<file path="config.mk">
export PLATFORM = sky130hd
export DESIGN_NAME = seven_seg_capture
export DESIGN_NICKNAME = d
export VERILOG_FILES = /design/src/rtl/seven_seg_capture.sv
export SDC_FILE = /design/constraint.sdc
export NUM_CORES = 1
export LEC_CHECK = 0
export ABC_AREA = 1
export CORE_UTILIZATION = 57
export DETAILED_ROUTE_END_ITERATION = 10
export MAX_ROUTING_LAYER = met4
export PLACE_DENSITY_LB_ADDON = 0.3
export SLEW_MARGIN = 20
export SYNTH_ARGS = -nofsm -noshare
export SYNTH_HDL_FRONTEND = slang
export SYNTH_SLANG_ARGS = --single-unit
</file>
<file path="constraint.sdc">
create_clock -name clk -period 3.1 [get_ports clk]
set_input_delay 0.775 -clock clk [delete_from_list [all_inputs] [get_ports clk]]
set_output_delay 0.775 -clock clk [all_outputs]
set_load 0.005 [all_outputs]
</file>
<file path="src/rtl/seven_seg_capture.sv">
// Recovers the digits shown on a multiplexed, active-low seven-segment display.
// Optional macro SEVEN_SEG_CAPTURE_ERR_EN adds per-digit flags for unrecognised patterns.
module seven_seg_capture #(
  parameter int unsigned STABLE_CYCLES = 4
) (
  input  logic        clk,
  input  logic        clr,
  input  logic [3:0]  AN,
  input  logic [7:0]  SEGMENT,
  output logic [15:0] value,
  output logic [3:0]  dp,
  output logic        valid,
  output logic [3:0]  digit_err
);

  localparam int unsigned CNT_W   = 8;
  localparam int unsigned DIGIT_N = 4;

  typedef enum logic [1:0] {IDLE, SETTLE, HOLD} state_t;

  state_t               state, state_n;
  logic [DIGIT_N-1:0]   an_q, an_p;
  logic [7:0]           seg_q, seg_p;
  logic [CNT_W-1:0]     cnt, cnt_next_c;
  logic                 legal_c, changed_c, sample_c, publish_c;
  logic [1:0]           idx_c;
  logic [3:0]           dec_nib_c;
  logic [15:0]          sh_val, nxt_val_c;
  logic [DIGIT_N-1:0]   sh_dp, nxt_dp_c, mask, nxt_mask_c;

  // Input registers plus a one-cycle-older copy used to detect changes
  always_ff @(posedge clk or posedge clr) begin
    if (clr) begin
      an_q  <= 4'hF;
      seg_q <= 8'hFF;
      an_p  <= 4'hF;
      seg_p <= 8'hFF;
    end else begin
      an_q  <= AN;
      seg_q <= SEGMENT;
      an_p  <= an_q;
      seg_p <= seg_q;
    end
  end

  always_comb begin
    legal_c = 1'b1;
    idx_c   = 2'd0;
    case (an_q)
      4'b1110: idx_c = 2'd0;
      4'b1101: idx_c = 2'd1;
      4'b1011: idx_c = 2'd2;
      4'b0111: idx_c = 2'd3;
      default: legal_c = 1'b0;
    endcase
  end

  assign changed_c = {an_q, seg_q} != {an_p, seg_p};

  // Stability counter: 1 on the first edge that sees a new value, saturating
  always_comb begin
    cnt_next_c = '0;
    if (legal_c) begin
      if (changed_c)                cnt_next_c = CNT_W'(1);
      else if (cnt == {CNT_W{1'b1}}) cnt_next_c = cnt;
      else                          cnt_next_c = cnt + CNT_W'(1);
    end
  end

  always_ff @(posedge clk or posedge clr) begin
    if (clr) cnt <= '0;
    else     cnt <= cnt_next_c;
  end

  always_ff @(posedge clk or posedge clr) begin
    if (clr) state <= IDLE;
    else     state <= state_n;
  end

  always_comb begin
    state_n = state;
    if (!legal_c)                          state_n = IDLE;
    else if (sample_c)                     state_n = HOLD;
    else if (changed_c || state == IDLE)   state_n = SETTLE;
  end

  // HOLD only samples again once the registered inputs move
  always_comb begin
    sample_c = 1'b0;
    if (legal_c && (state != HOLD || changed_c) && cnt_next_c == CNT_W'(STABLE_CYCLES))
      sample_c = 1'b1;
  end

  always_comb begin
    dec_nib_c = 4'h0;
    case (seg_q[6:0])
      7'b0000001: dec_nib_c = 4'h0;
      7'b1001111: dec_nib_c = 4'h1;
      7'b0010010: dec_nib_c = 4'h2;
      7'b0000110: dec_nib_c = 4'h3;
      7'b1001100: dec_nib_c = 4'h4;
      7'b0100100: dec_nib_c = 4'h5;
      7'b0100000: dec_nib_c = 4'h6;
      7'b0001111: dec_nib_c = 4'h7;
      7'b0000000: dec_nib_c = 4'h8;
      7'b0000100: dec_nib_c = 4'h9;
      7'b0001000: dec_nib_c = 4'hA;
      7'b1100000: dec_nib_c = 4'hB;
      7'b0110001: dec_nib_c = 4'hC;
      7'b1000010: dec_nib_c = 4'hD;
      7'b0110000: dec_nib_c = 4'hE;
      7'b0111000: dec_nib_c = 4'hF;
      default:    dec_nib_c = 4'h0;
    endcase
  end

  always_comb begin
    nxt_val_c                   = sh_val;
    nxt_val_c[{idx_c, 2'b00} +: 4] = dec_nib_c;
    nxt_dp_c                    = sh_dp;
    nxt_dp_c[idx_c]             = ~seg_q[7];
    nxt_mask_c                  = mask | ~an_q;
    publish_c                   = sample_c && nxt_mask_c == 4'hF;
  end

  // Shadow frame; published and cleared on the edge that completes it
  always_ff @(posedge clk or posedge clr) begin
    if (clr) begin
      sh_val <= '0;
      sh_dp  <= '0;
      mask   <= '0;
      value  <= '0;
      dp     <= '0;
      valid  <= 1'b0;
    end else begin
      valid <= publish_c;
      if (sample_c) begin
        sh_val <= nxt_val_c;
        sh_dp  <= nxt_dp_c;
        mask   <= publish_c ? 4'h0 : nxt_mask_c;
      end
      if (publish_c) begin
        value <= nxt_val_c;
        dp    <= nxt_dp_c;
      end
    end
  end

`ifdef SEVEN_SEG_CAPTURE_ERR_EN
  logic [DIGIT_N-1:0] sh_err, nxt_err_c;
  logic               dec_bad_c;

  // Only the "0" pattern legitimately decodes to nibble 0
  assign dec_bad_c = dec_nib_c == 4'h0 && seg_q[6:0] != 7'b0000001;

  always_comb begin
    nxt_err_c        = sh_err;
    nxt_err_c[idx_c] = dec_bad_c;
  end

  always_ff @(posedge clk or posedge clr) begin
    if (clr) begin
      sh_err    <= '0;
      digit_err <= '0;
    end else begin
      if (sample_c)  sh_err    <= nxt_err_c;
      if (publish_c) digit_err <= nxt_err_c;
    end
  end
`else
  assign digit_err = 4'h0;
`endif

endmodule

</file>
======== Word level (Yosys, flattened, before mapping) ========
Cells that the tools add are included.
storage, ports and cells
  bits in registers ....................... 79
  bits of input ports ..................... 14
  output and inout bits ................... 25
  logic and storage cells ................. 69
cells by class
  $add $sub $neg .......................... 2
  $lt $le $gt $ge ......................... 2
  eq/ne operators ......................... 24
  shifts and indexed selects .............. 2
  mux-type cells .......................... 15
  bitwise logic cells ..................... 3
  reduce and logical (&&, ||, !) cells .... 9
operators with widths
  cell                      number
  $pmux W4 S15              1
  $eq A7 B6 Y1 const B      5
  $eq A7 B7 Y1 const B      4
  $mux W8                   3
  $bwmux W16                1
  $eq A4 B4 Y1 const B      4
  $shift A4 B6 Y16 const A  1
  $shiftx A4 B6 Y16         1
  $eq A7 B3 Y1 const B      2
  $eq A7 B4 Y1 const B      2
  $ne A12 B12 Y1            1
  $add A8 B1 Y8 const B     1
  $eq A8 B3 Y1 const B      1
  $eq A8 B8 Y1 const B      1
  $eq A7 B5 Y1 const B      1
  $logic_not A7 Y1          1
  $mux W2                   3
  $neg A4 Y6                1
  $pmux W2 S3               1
  $bwmux W4                 1
  $eq A4 B3 Y1 const B      1
  $logic_and A1 B1 Y1       4
  $mux W4                   1
  $not A4 Y4                1
  11 further kinds          14

======== Depth between registers and ports, before layout ========
Gate-level depths: netlist of the first run.
  depth in word-level cells ............... 9
  depth in mapped cells ................... 15
  depth with buffers taken out ............ 14

======== Worst setup path before layout of the first run ========
No wires, ideal clock.
  kind .................................... reg2reg
  start ................................... register cnt[0]
  end ..................................... register value[1]
  setup time .............................. 0.126 ns
  arrival ................................. 1.910 ns
  required time ........................... 2.974 ns
  path slack .............................. 1.064 ns
  cell stages (with the launch flop) ...... 13
  buffers on the path ..................... 1
  clock period less this slack ............ 2.036 ns
  cell sequence ........................... dfrtp_1 > ha_1 > nand3_1 > inv_2 > nand2_4 > nand4_1 > xor2_2 > nand2_2 > nor2_2 > nand3_2 > buf_6 > nand2_2 > o21ai_2
on the way
  word-level cells in the longest chain between the ends .. 8
  elaborated cells between the ends (all ways) .. 9
  classes of those cells .................. 1 x add/sub; 2 x eq/ne; 4 x mux; 2 x reduce/logical
ends and longest elaborated chain
  element                                        RTL line  text
  start: declaration                             24        logic [CNT_W-1:0] cnt, cnt_next_c;
  start signal: assignment                       72        else cnt <= cnt_next_c;
  $add A8 B1 Y8 or $eq A8 B8 Y1 (tied branches)  66, 65
  $mux W8 (*)                                    65        else if (cnt == {CNT_W{1'b1}}) cnt_next_c = cnt;
  $mux W8 (*)                                    64        if (changed_c) cnt_next_c = CNT_W'(1);
  $mux W8 (*)                                    63        if (legal_c) begin
  $eq A8 B3 Y1 (*)                               90        if (legal_c && (state != HOLD || changed_c) && cnt_next_c == CNT_W'(STABLE_CYCLES))
  $logic_and A1 B1 Y1 (*)                        90
  $mux W1 (*)                                    90
  $logic_and A1 B1 Y1 (*)                        123       publish_c = sample_c && nxt_mask_c == 4'hF;
  end signal: assignment                         143       value <= nxt_val_c;
  end: declaration                               10        output logic [15:0] value,
Every way passes the cells marked *; elsewhere a longest branch is shown, timed or not.
A chain may end at the register's enable or synchronous reset.

======== Worst setup path in the final report of the first run ========
  start ................................... register an_q[3]
  end ..................................... register value[15]
on the way
  word-level cells in the longest chain between the ends .. 8
  elaborated cells between the ends (all ways) .. 23
  classes of those cells .................. 1 x add/sub; 7 x eq/ne; 2 x shift; 6 x mux; 2 x bitwise; 5 x reduce/logical
ends and longest elaborated chain
  element                                             RTL line  text
  start: declaration                                  22        logic [DIGIT_N-1:0] an_q, an_p;
  start signal: assignment                            34        an_q <= 4'hF;
  start signal: assignment                            39        an_q <= AN;
  branches (longest 8 deep; another with $neg A4 Y6)  n/a
Several ways; the timed one is not identified.

==> results.cfg, run 1 <==
[critical_path]
crit_type = flop to flop
crit_path_end_kind = flop
r2r_cells = 9
worstPathRequired_ns = 3.33
startpoint_type = flop
cp.arrival_ns = 2.67
worstSetupStartpoint = an_q[3]$_DFF_PP1_
reg2reg_to = value[15]$_DFFE_PP0P_
rr_startpoint = an_q[3]$_DFF_PP1_
path_max_fanout = 11
rrSetupSlack_ns = 0.66

[clocking]
clock_sinks = 79
hold_buffers = 0
ctsResizeCount = 0
numCtsBuffers = 9
worstSkewPairLatency_ns = 0.35
root_buffer = clkbuf_8
max-clock-path-buffers = 2
clk_pin_slew_ns = 0.08
post_cts_buffers = 0
cts_tree = yes
ctsHtreeMaxLevel = 3

[die]
die_w_um = 86.2
die_area_um2 = 7430
io_pins = 39
rows = 30
core-area_um2 = 6830
fp.dieH_um = 86.2
initial_utilization_pct = 59.1

[detailed_routing]
vias_per_cell = 5.18
first_pass_iters = 5
drc = 0
drtIter0Drc = 214
finalWirelength_um = 8060
detail-route-antenna-nets = 0
wire_per_inst_um = 12.7
via_count = 3282

[grt]
top_usage_layer = met2
grt_use_total_pct = 24.3
overflow = 0
grt_pass1_wl_um = 13800
grt_start_max_net_pins = 36
grt_pass1_vias = 3133
use_met1_pct = 30.9
use_met2_pct = 39.8
met3_usage_pct = 3.90
antenna_found_initial = 0

[layout]
diodes = 0
drive_above_1_share_pct = 16.8
final_nets = 552
seq_area_um2 = 2010
syn_to_final_growth_pct = 15.5
multi_input_area_um2 = 1710
fillers = 578

[synth]
synth_flop_cell = dfrtp_1
syn-cell-area_um2 = 4040
syn_avg_cell_area_um2 = 8.23
yosys_warnings = 0
ys_ff_latch = 79
ys_seq_area_share_pct = 49.7
synth-edff-count = 0
async_reset_ff_share_pct = 100
ys_types = 36
syn_inst = 491

[power_and_ir_drop]
total_power_w = 0.00199
p_per_area_nw_per_um2 = 426
vdd.ir_drop.worst_uv = 400
leakage_nw = 2.35

[run_status]
status = complete, no violations

[placement]
place.gp.congestion = 0.933
hpwl_um = 5920
port_buffers = 34

[min_path]
holdPathEnd = an_p[2]$_DFF_PP1_
hp-class = flop to flop
min_path_cells = 0
min_from = an_q[2]$_DFF_PP1_

[timing]
skew_ns = 0.0119
slew_headroom_pct = 57.2
final.min_clock_period_ns = 2.44
tns_ns = 0
setup_viol_count_final = 0
finalCritPeriodShare_pct = 78.7
hold_viol = 0
worstMarginPinSlew_ns = 0.637
slew_violations = 0
fmax_ghz = 0.410
rsz0062_at_grt = false

[run]
maxCapViolCount = 0
-- registers in the layout, indices dropped and copies added (netlist names) --
name    flops
an_p        4
an_q        4
cnt         8
dp          4
mask        4
seg_p       8
seg_q       8
sh_dp       4
sh_val     16
state       2
valid       1
value      16
-- synth_stat cells (10+ instances only) --
master | count | area [um^2]
dfrtp_1 | 55 | 1380
nand2_1 | 163 | 612
nand2_2 | 11 | 68.8
nor3_1 | 10 | 50.1
o21ai_0 | 16 | 80.1
o21ai_1 | 13 | 65.1
nand3_1 | 32 | 160
o21ai_2 | 11 | 96.3
dfstp_2 | 24 | 631
nand4_1 | 15 | 93.8
inv_1 | 55 | 206
nor2_1 | 28 | 105
-- kinds of logic after synthesis --
family,share of synthesized area [%]
buffers and inverters,8.55
and+or+nand+nor,31.1
DFF,49.7
xor gates and xnor gates,1.70
AOI/OAI and AO/OA,7.00
other,0.0928
adders and majority gates,1.86
-- cell usage in the layout, fill, tap and decap left out, types with 2 or more instances in the layout --
master / synthesis / layout
nand2_1: 163 / 163
dfrtp_1: 55 / 55
inv_1: 55 / 54
clkdlybuf4s50_1: 0 / 34
nand3_1: 32 / 32
nor2_1: 28 / 28
dfstp_2: 24 / 24
o21ai_0: 16 / 16
nand4_1: 15 / 15
o21ai_1: 13 / 13
nand2_2: 11 / 11
o21ai_2: 11 / 11
nor3_1: 10 / 10
clkbuf_8: 0 / 10
inv_2: 8 / 9
ha_1: 6 / 6
buf_4: 4 / 5
nor2_4: 4 / 4
xnor2_1: 4 / 4
a22oi_1: 4 / 4
conb_1: 1 / 4
xor2_1: 2 / 2
nor2_2: 2 / 2
nand3_4: 2 / 2
nand3b_1: 2 / 2
inv_4: 0 / 2
-- worst max path at each step --
stage	endpoint	slack (ns)	cells after the start
2_1_floorplan	cnt[0]$_DFF_PP0_	0.34	1
3_3_place_gp	sh_dp[3]$_DFFE_PP0P_	0.78	10
3_5_place_dp	value[15]$_DFFE_PP0P_	0.65	10
4_1_cts	value[15]$_DFFE_PP0P_	0.63	10
5_1_grt	dp[0]$_DFFE_PP0P_	0.31	10
6_report	value[15]$_DFFE_PP0P_	0.66	9
-- layer usage --
layer	wire, um	share of wire (%)
met1	3640	45
met2	3950	49
met3	331	4.1
met4	138	1.7
met5	0	0
-- area by class of cell --
class / count / share of cell area (%)
Timing Repair Buffer: 40 / 8.53
Multi-Input combinational cell: 338 / 36.5
Clock buffer: 11 / 3.03
Inverter: 64 / 5.15
Tap cell: 96 / 2.57
Sequential cell: 79 / 43.0
Clock inverter: 5 / 1.18
-- power breakdown --
group / internal (W) / total (W) / switching (W)
registers: 0.00106 / 0.00108 / 0.0000202
clock network: 0.000394 / 0.000764 / 0.000369
logic: 0.0000481 / 0.000141 / 0.0000929
-- worst max-delay path, stage by stage, from the launching register on --
cell and delay (ns):
dfstp_2 0.58, nand2_1 0.09, nand4_1 0.18, nand2_1 0.27, nand4_1 0.26, nand2_1 0.08
nor2_1 0.21, nand4_1 0.40, nand2_1 0.19, nand2_1 0.06
-- through the flow --
step | worst slack (ns) | hold slack [ns] | instances | instance area, um^2 | util, %
after floorplan | 0.341 | 0.367 | 494 | 4050 | -
after global placement | 0.785 | 0.370 | 617 | 4470 | 65.4
after detailed placement | 0.648 | 0.375 | 617 | 4470 | 65.4
after CTS | 0.628 | 0.384 | 633 | 4670 | 68.3
after global routing | 0.310 | 0.388 | 633 | 4670 | 68.3
final | 0.662 | 0.383 | 633 | 4670 | 68.3
Note: power is estimated with default switching activity, not from simulation.
==> run 2: changes to the inputs <==
CORE_UTILIZATION = 52   (was 57)
clock period = 2 ns   (was 3.1 ns; I/O delays follow)
==> run 2 against run 1 <==
  * The flow now finishes with violations (negative setup slack)
  * Worst hold slack better by 0.0012 ns
  * Clock skew up 0.0035 ns
  * Cell area rose by 19%
  * Die area rose by 9.4%
  * Critical path type unchanged
  * Critical endpoint is now sh_val[12]$_DFFE_PP0P_
==> results.cfg, run 2 (same netlist as run 1, synthesis figures left out) <==
[critical_path]
crit_type = flop to flop
slowest_stage = dfstp_2
path_max_fanout = 17
crit_chain = inv_2 -> nand2_1 -> nand2_1 -> nor2_2 -> nand2_2 -> nor2_8 -> nand3_4 -> nor2_4 -> nand2_2 -> nor2_4 -> nand3_4 -> buf_12 -> nand2_1 -> nand2_1
startpoint_type = flop
reg2reg_to = sh_val[12]$_DFFE_PP0P_
crit_top_cell = nand2_1
worstSetupStartpoint = an_q[3]$_DFF_PP1_
cp.arrival_ns = 2.48
worstPathRequired_ns = 2.25
rrSetupSlack_ns = -0.23
critical_path.max_stage_delay_ns = 0.58
rr_startpoint = an_q[3]$_DFF_PP1_
r2r_cells = 14
crit_path_end_kind = flop
critPathCapture = sh_val[12]$_DFFE_PP0P_

[placement]
placed_area_um2 = 4920
place_ws_ns = -0.0978
hpwl_um = 6470
port_buffers = 34
place.gp.congestion = 0.936

[detailed_routing]
via_count = 3721
finalWirelength_um = 10500
first_pass_iters = 5
wire_per_inst_um = 15.1
detail-route-antenna-nets = 0
drtIter0Drc = 242
drc = 0
vias_per_cell = 5.37

[run_status]
violations = negative setup slack
status = complete, but fails checks

[min_path]
hp-class = flop to flop
min_from = seg_q[3]$_DFF_PP1_

[clocking]
root_buffer = clkbuf_8
cts_tree = yes
clock_sinks = 79
clk_pin_slew_ns = 0.09
hold_buffers = 0
worstSkewPairLatency_ns = 0.37
ctsHtreeMaxLevel = 3
max-clock-path-buffers = 2
numCtsBuffers = 9

[layout]
final_common_cell = nand2_1
drive_above_1_share_pct = 35.2
top_regs = sh_val (16), value (16)
fin_util_pct = 75.3
diodes = 0
fin_area_um2 = 5550
final_nets = 609
fillers = 494
syn_to_final_growth_pct = 37.4
final_cell_mix = 143 x nand2_1, 55 x dfrtp_1, 49 x inv_1, 47 x buf_4, 34 x clkdlybuf4s50_1

[timing]
fmax_ghz = 0.449
slew_violations = 0
setup_slack_ns = -0.226
setup_viol_count_final = 47
final.min_clock_period_ns = 2.23
rsz0062_at_grt = true
finalCritPeriodShare_pct = 111
hold_viol = 0
skew_ns = 0.0154

[run]
maxCapViolCount = 0

[power_and_ir_drop]
vdd.ir_drop.worst_uv = 397
power.net_switching_w = 0.000824
seqPwrFrac_pct = 53.7
leakage_nw = 2.71
p_per_area_nw_per_um2 = 560
switching_share_pct = 26.5
p_comb_share_pct = 10.9
intPower_w = 0.00228
clockPowerShare_pct = 35.4

[grt]
grt_start_max_net_pins = 25
grt_use_total_pct = 24.5
overflow = 0
grt_pass1_vias = 3461
grt_pass1_wl_um = 15400
antenna_found_initial = 0

[die]
fp.dieH_um = 90.1
die_w_um = 90.1
io_pins = 39
die_area_um2 = 8130
core-area_um2 = 7370
rows = 31
initial_utilization_pct = 54.8
-- run 2: changes by cell type in the layout (fill, tap and decap cells not counted), sizes merged --
cell      change
clkinv        -1
clkinvlp      +2
inv           -1
bufinv        -1
buf          +52
clkbuf        +6
-- run 2: metrics by stage --
| step | total power (W) | hold WS, ns | std cells | TNS, ns |
|---|---|---|---|---|
| 6_report | 0.00311 | 0.385 | 693 | -7.19 |
| 2_1_floorplan | 0.00185 | 0.367 | 494 | -0.110 |
| 3_5_place_dp | 0.00199 | 0.376 | 667 | -1.99 |
| 3_3_place_gp | 0.00198 | 0.371 | 667 | -0.557 |
| 4_1_cts | 0.00308 | 0.384 | 685 | -1.35 |
| 5_1_grt | 0.00322 | 0.392 | 693 | -12.42 |
-- run 2: critical path: cells and delay by family, from the launching register on --
kind          cells  cell delay (ns)
simple gates     12             1.29
buf+inv           2             0.26
flops             1             0.58
-- run 2: final cells by class --
type	count	area [um^2]	share of cell area [%]
clock buffer	12	145	2.61
clock inverter	4	30.0	0.541
inverter	64	246	4.44
multi-input combinational	338	2000	35.9
sequential	79	2010	36.2
tap	99	124	2.23
timing repair buffer	97	1000	18.1
-- run 2: routing by layer --
metal	wire length, um	vias up	GRT usage [%]
li1	-	1746	-
met1	4280	1753	30.1
met2	5110	166	38.9
met3	603	56	4.31
met4	471	0	12.4
met5	0	-	-
-- run 2: power groups by stage --
stage	registers (W)	logic, W	clock network (W)
floorplan	0.00170	0.000152	0
global placement	0.00169	0.000291	0
detailed placement	0.00170	0.000297	0
CTS	0.00167	0.000312	0.00110
global route	0.00167	0.000371	0.00118
finish	0.00167	0.000339	0.00110
-- run 2: worst min-delay path by stage --
stage                         endpoint  slack [ns]  cells past startpoint
finish              seg_p[3]$_DFF_PP1_        0.38                      0
global route        seg_p[3]$_DFF_PP1_        0.39                      0
CTS                 seg_p[3]$_DFF_PP1_        0.38                      0
detailed placement  seg_p[3]$_DFF_PP1_        0.38                      0
global placement     an_p[2]$_DFF_PP1_        0.37                      0
floorplan            an_p[2]$_DFF_PP1_        0.37                      0
-- run 2: repair_timing --
| item | CTS | global route |
|---|---|---|
| pin swaps | 2 | 26 |
| setup buffers | 2 | 4 |
| gates resized for setup | 28 | 58 |
| cloned | 0 | 5 |
| setup endpoints to repair | 45 | 47 |
==> run 3: changes to the inputs <==
CTS_CLUSTER_SIZE = 28   (was unset)
SLEW_MARGIN = 10   (was 20)
==> results of run 3 <==
Final layout, timing and power as in run 2 (identical DEF).
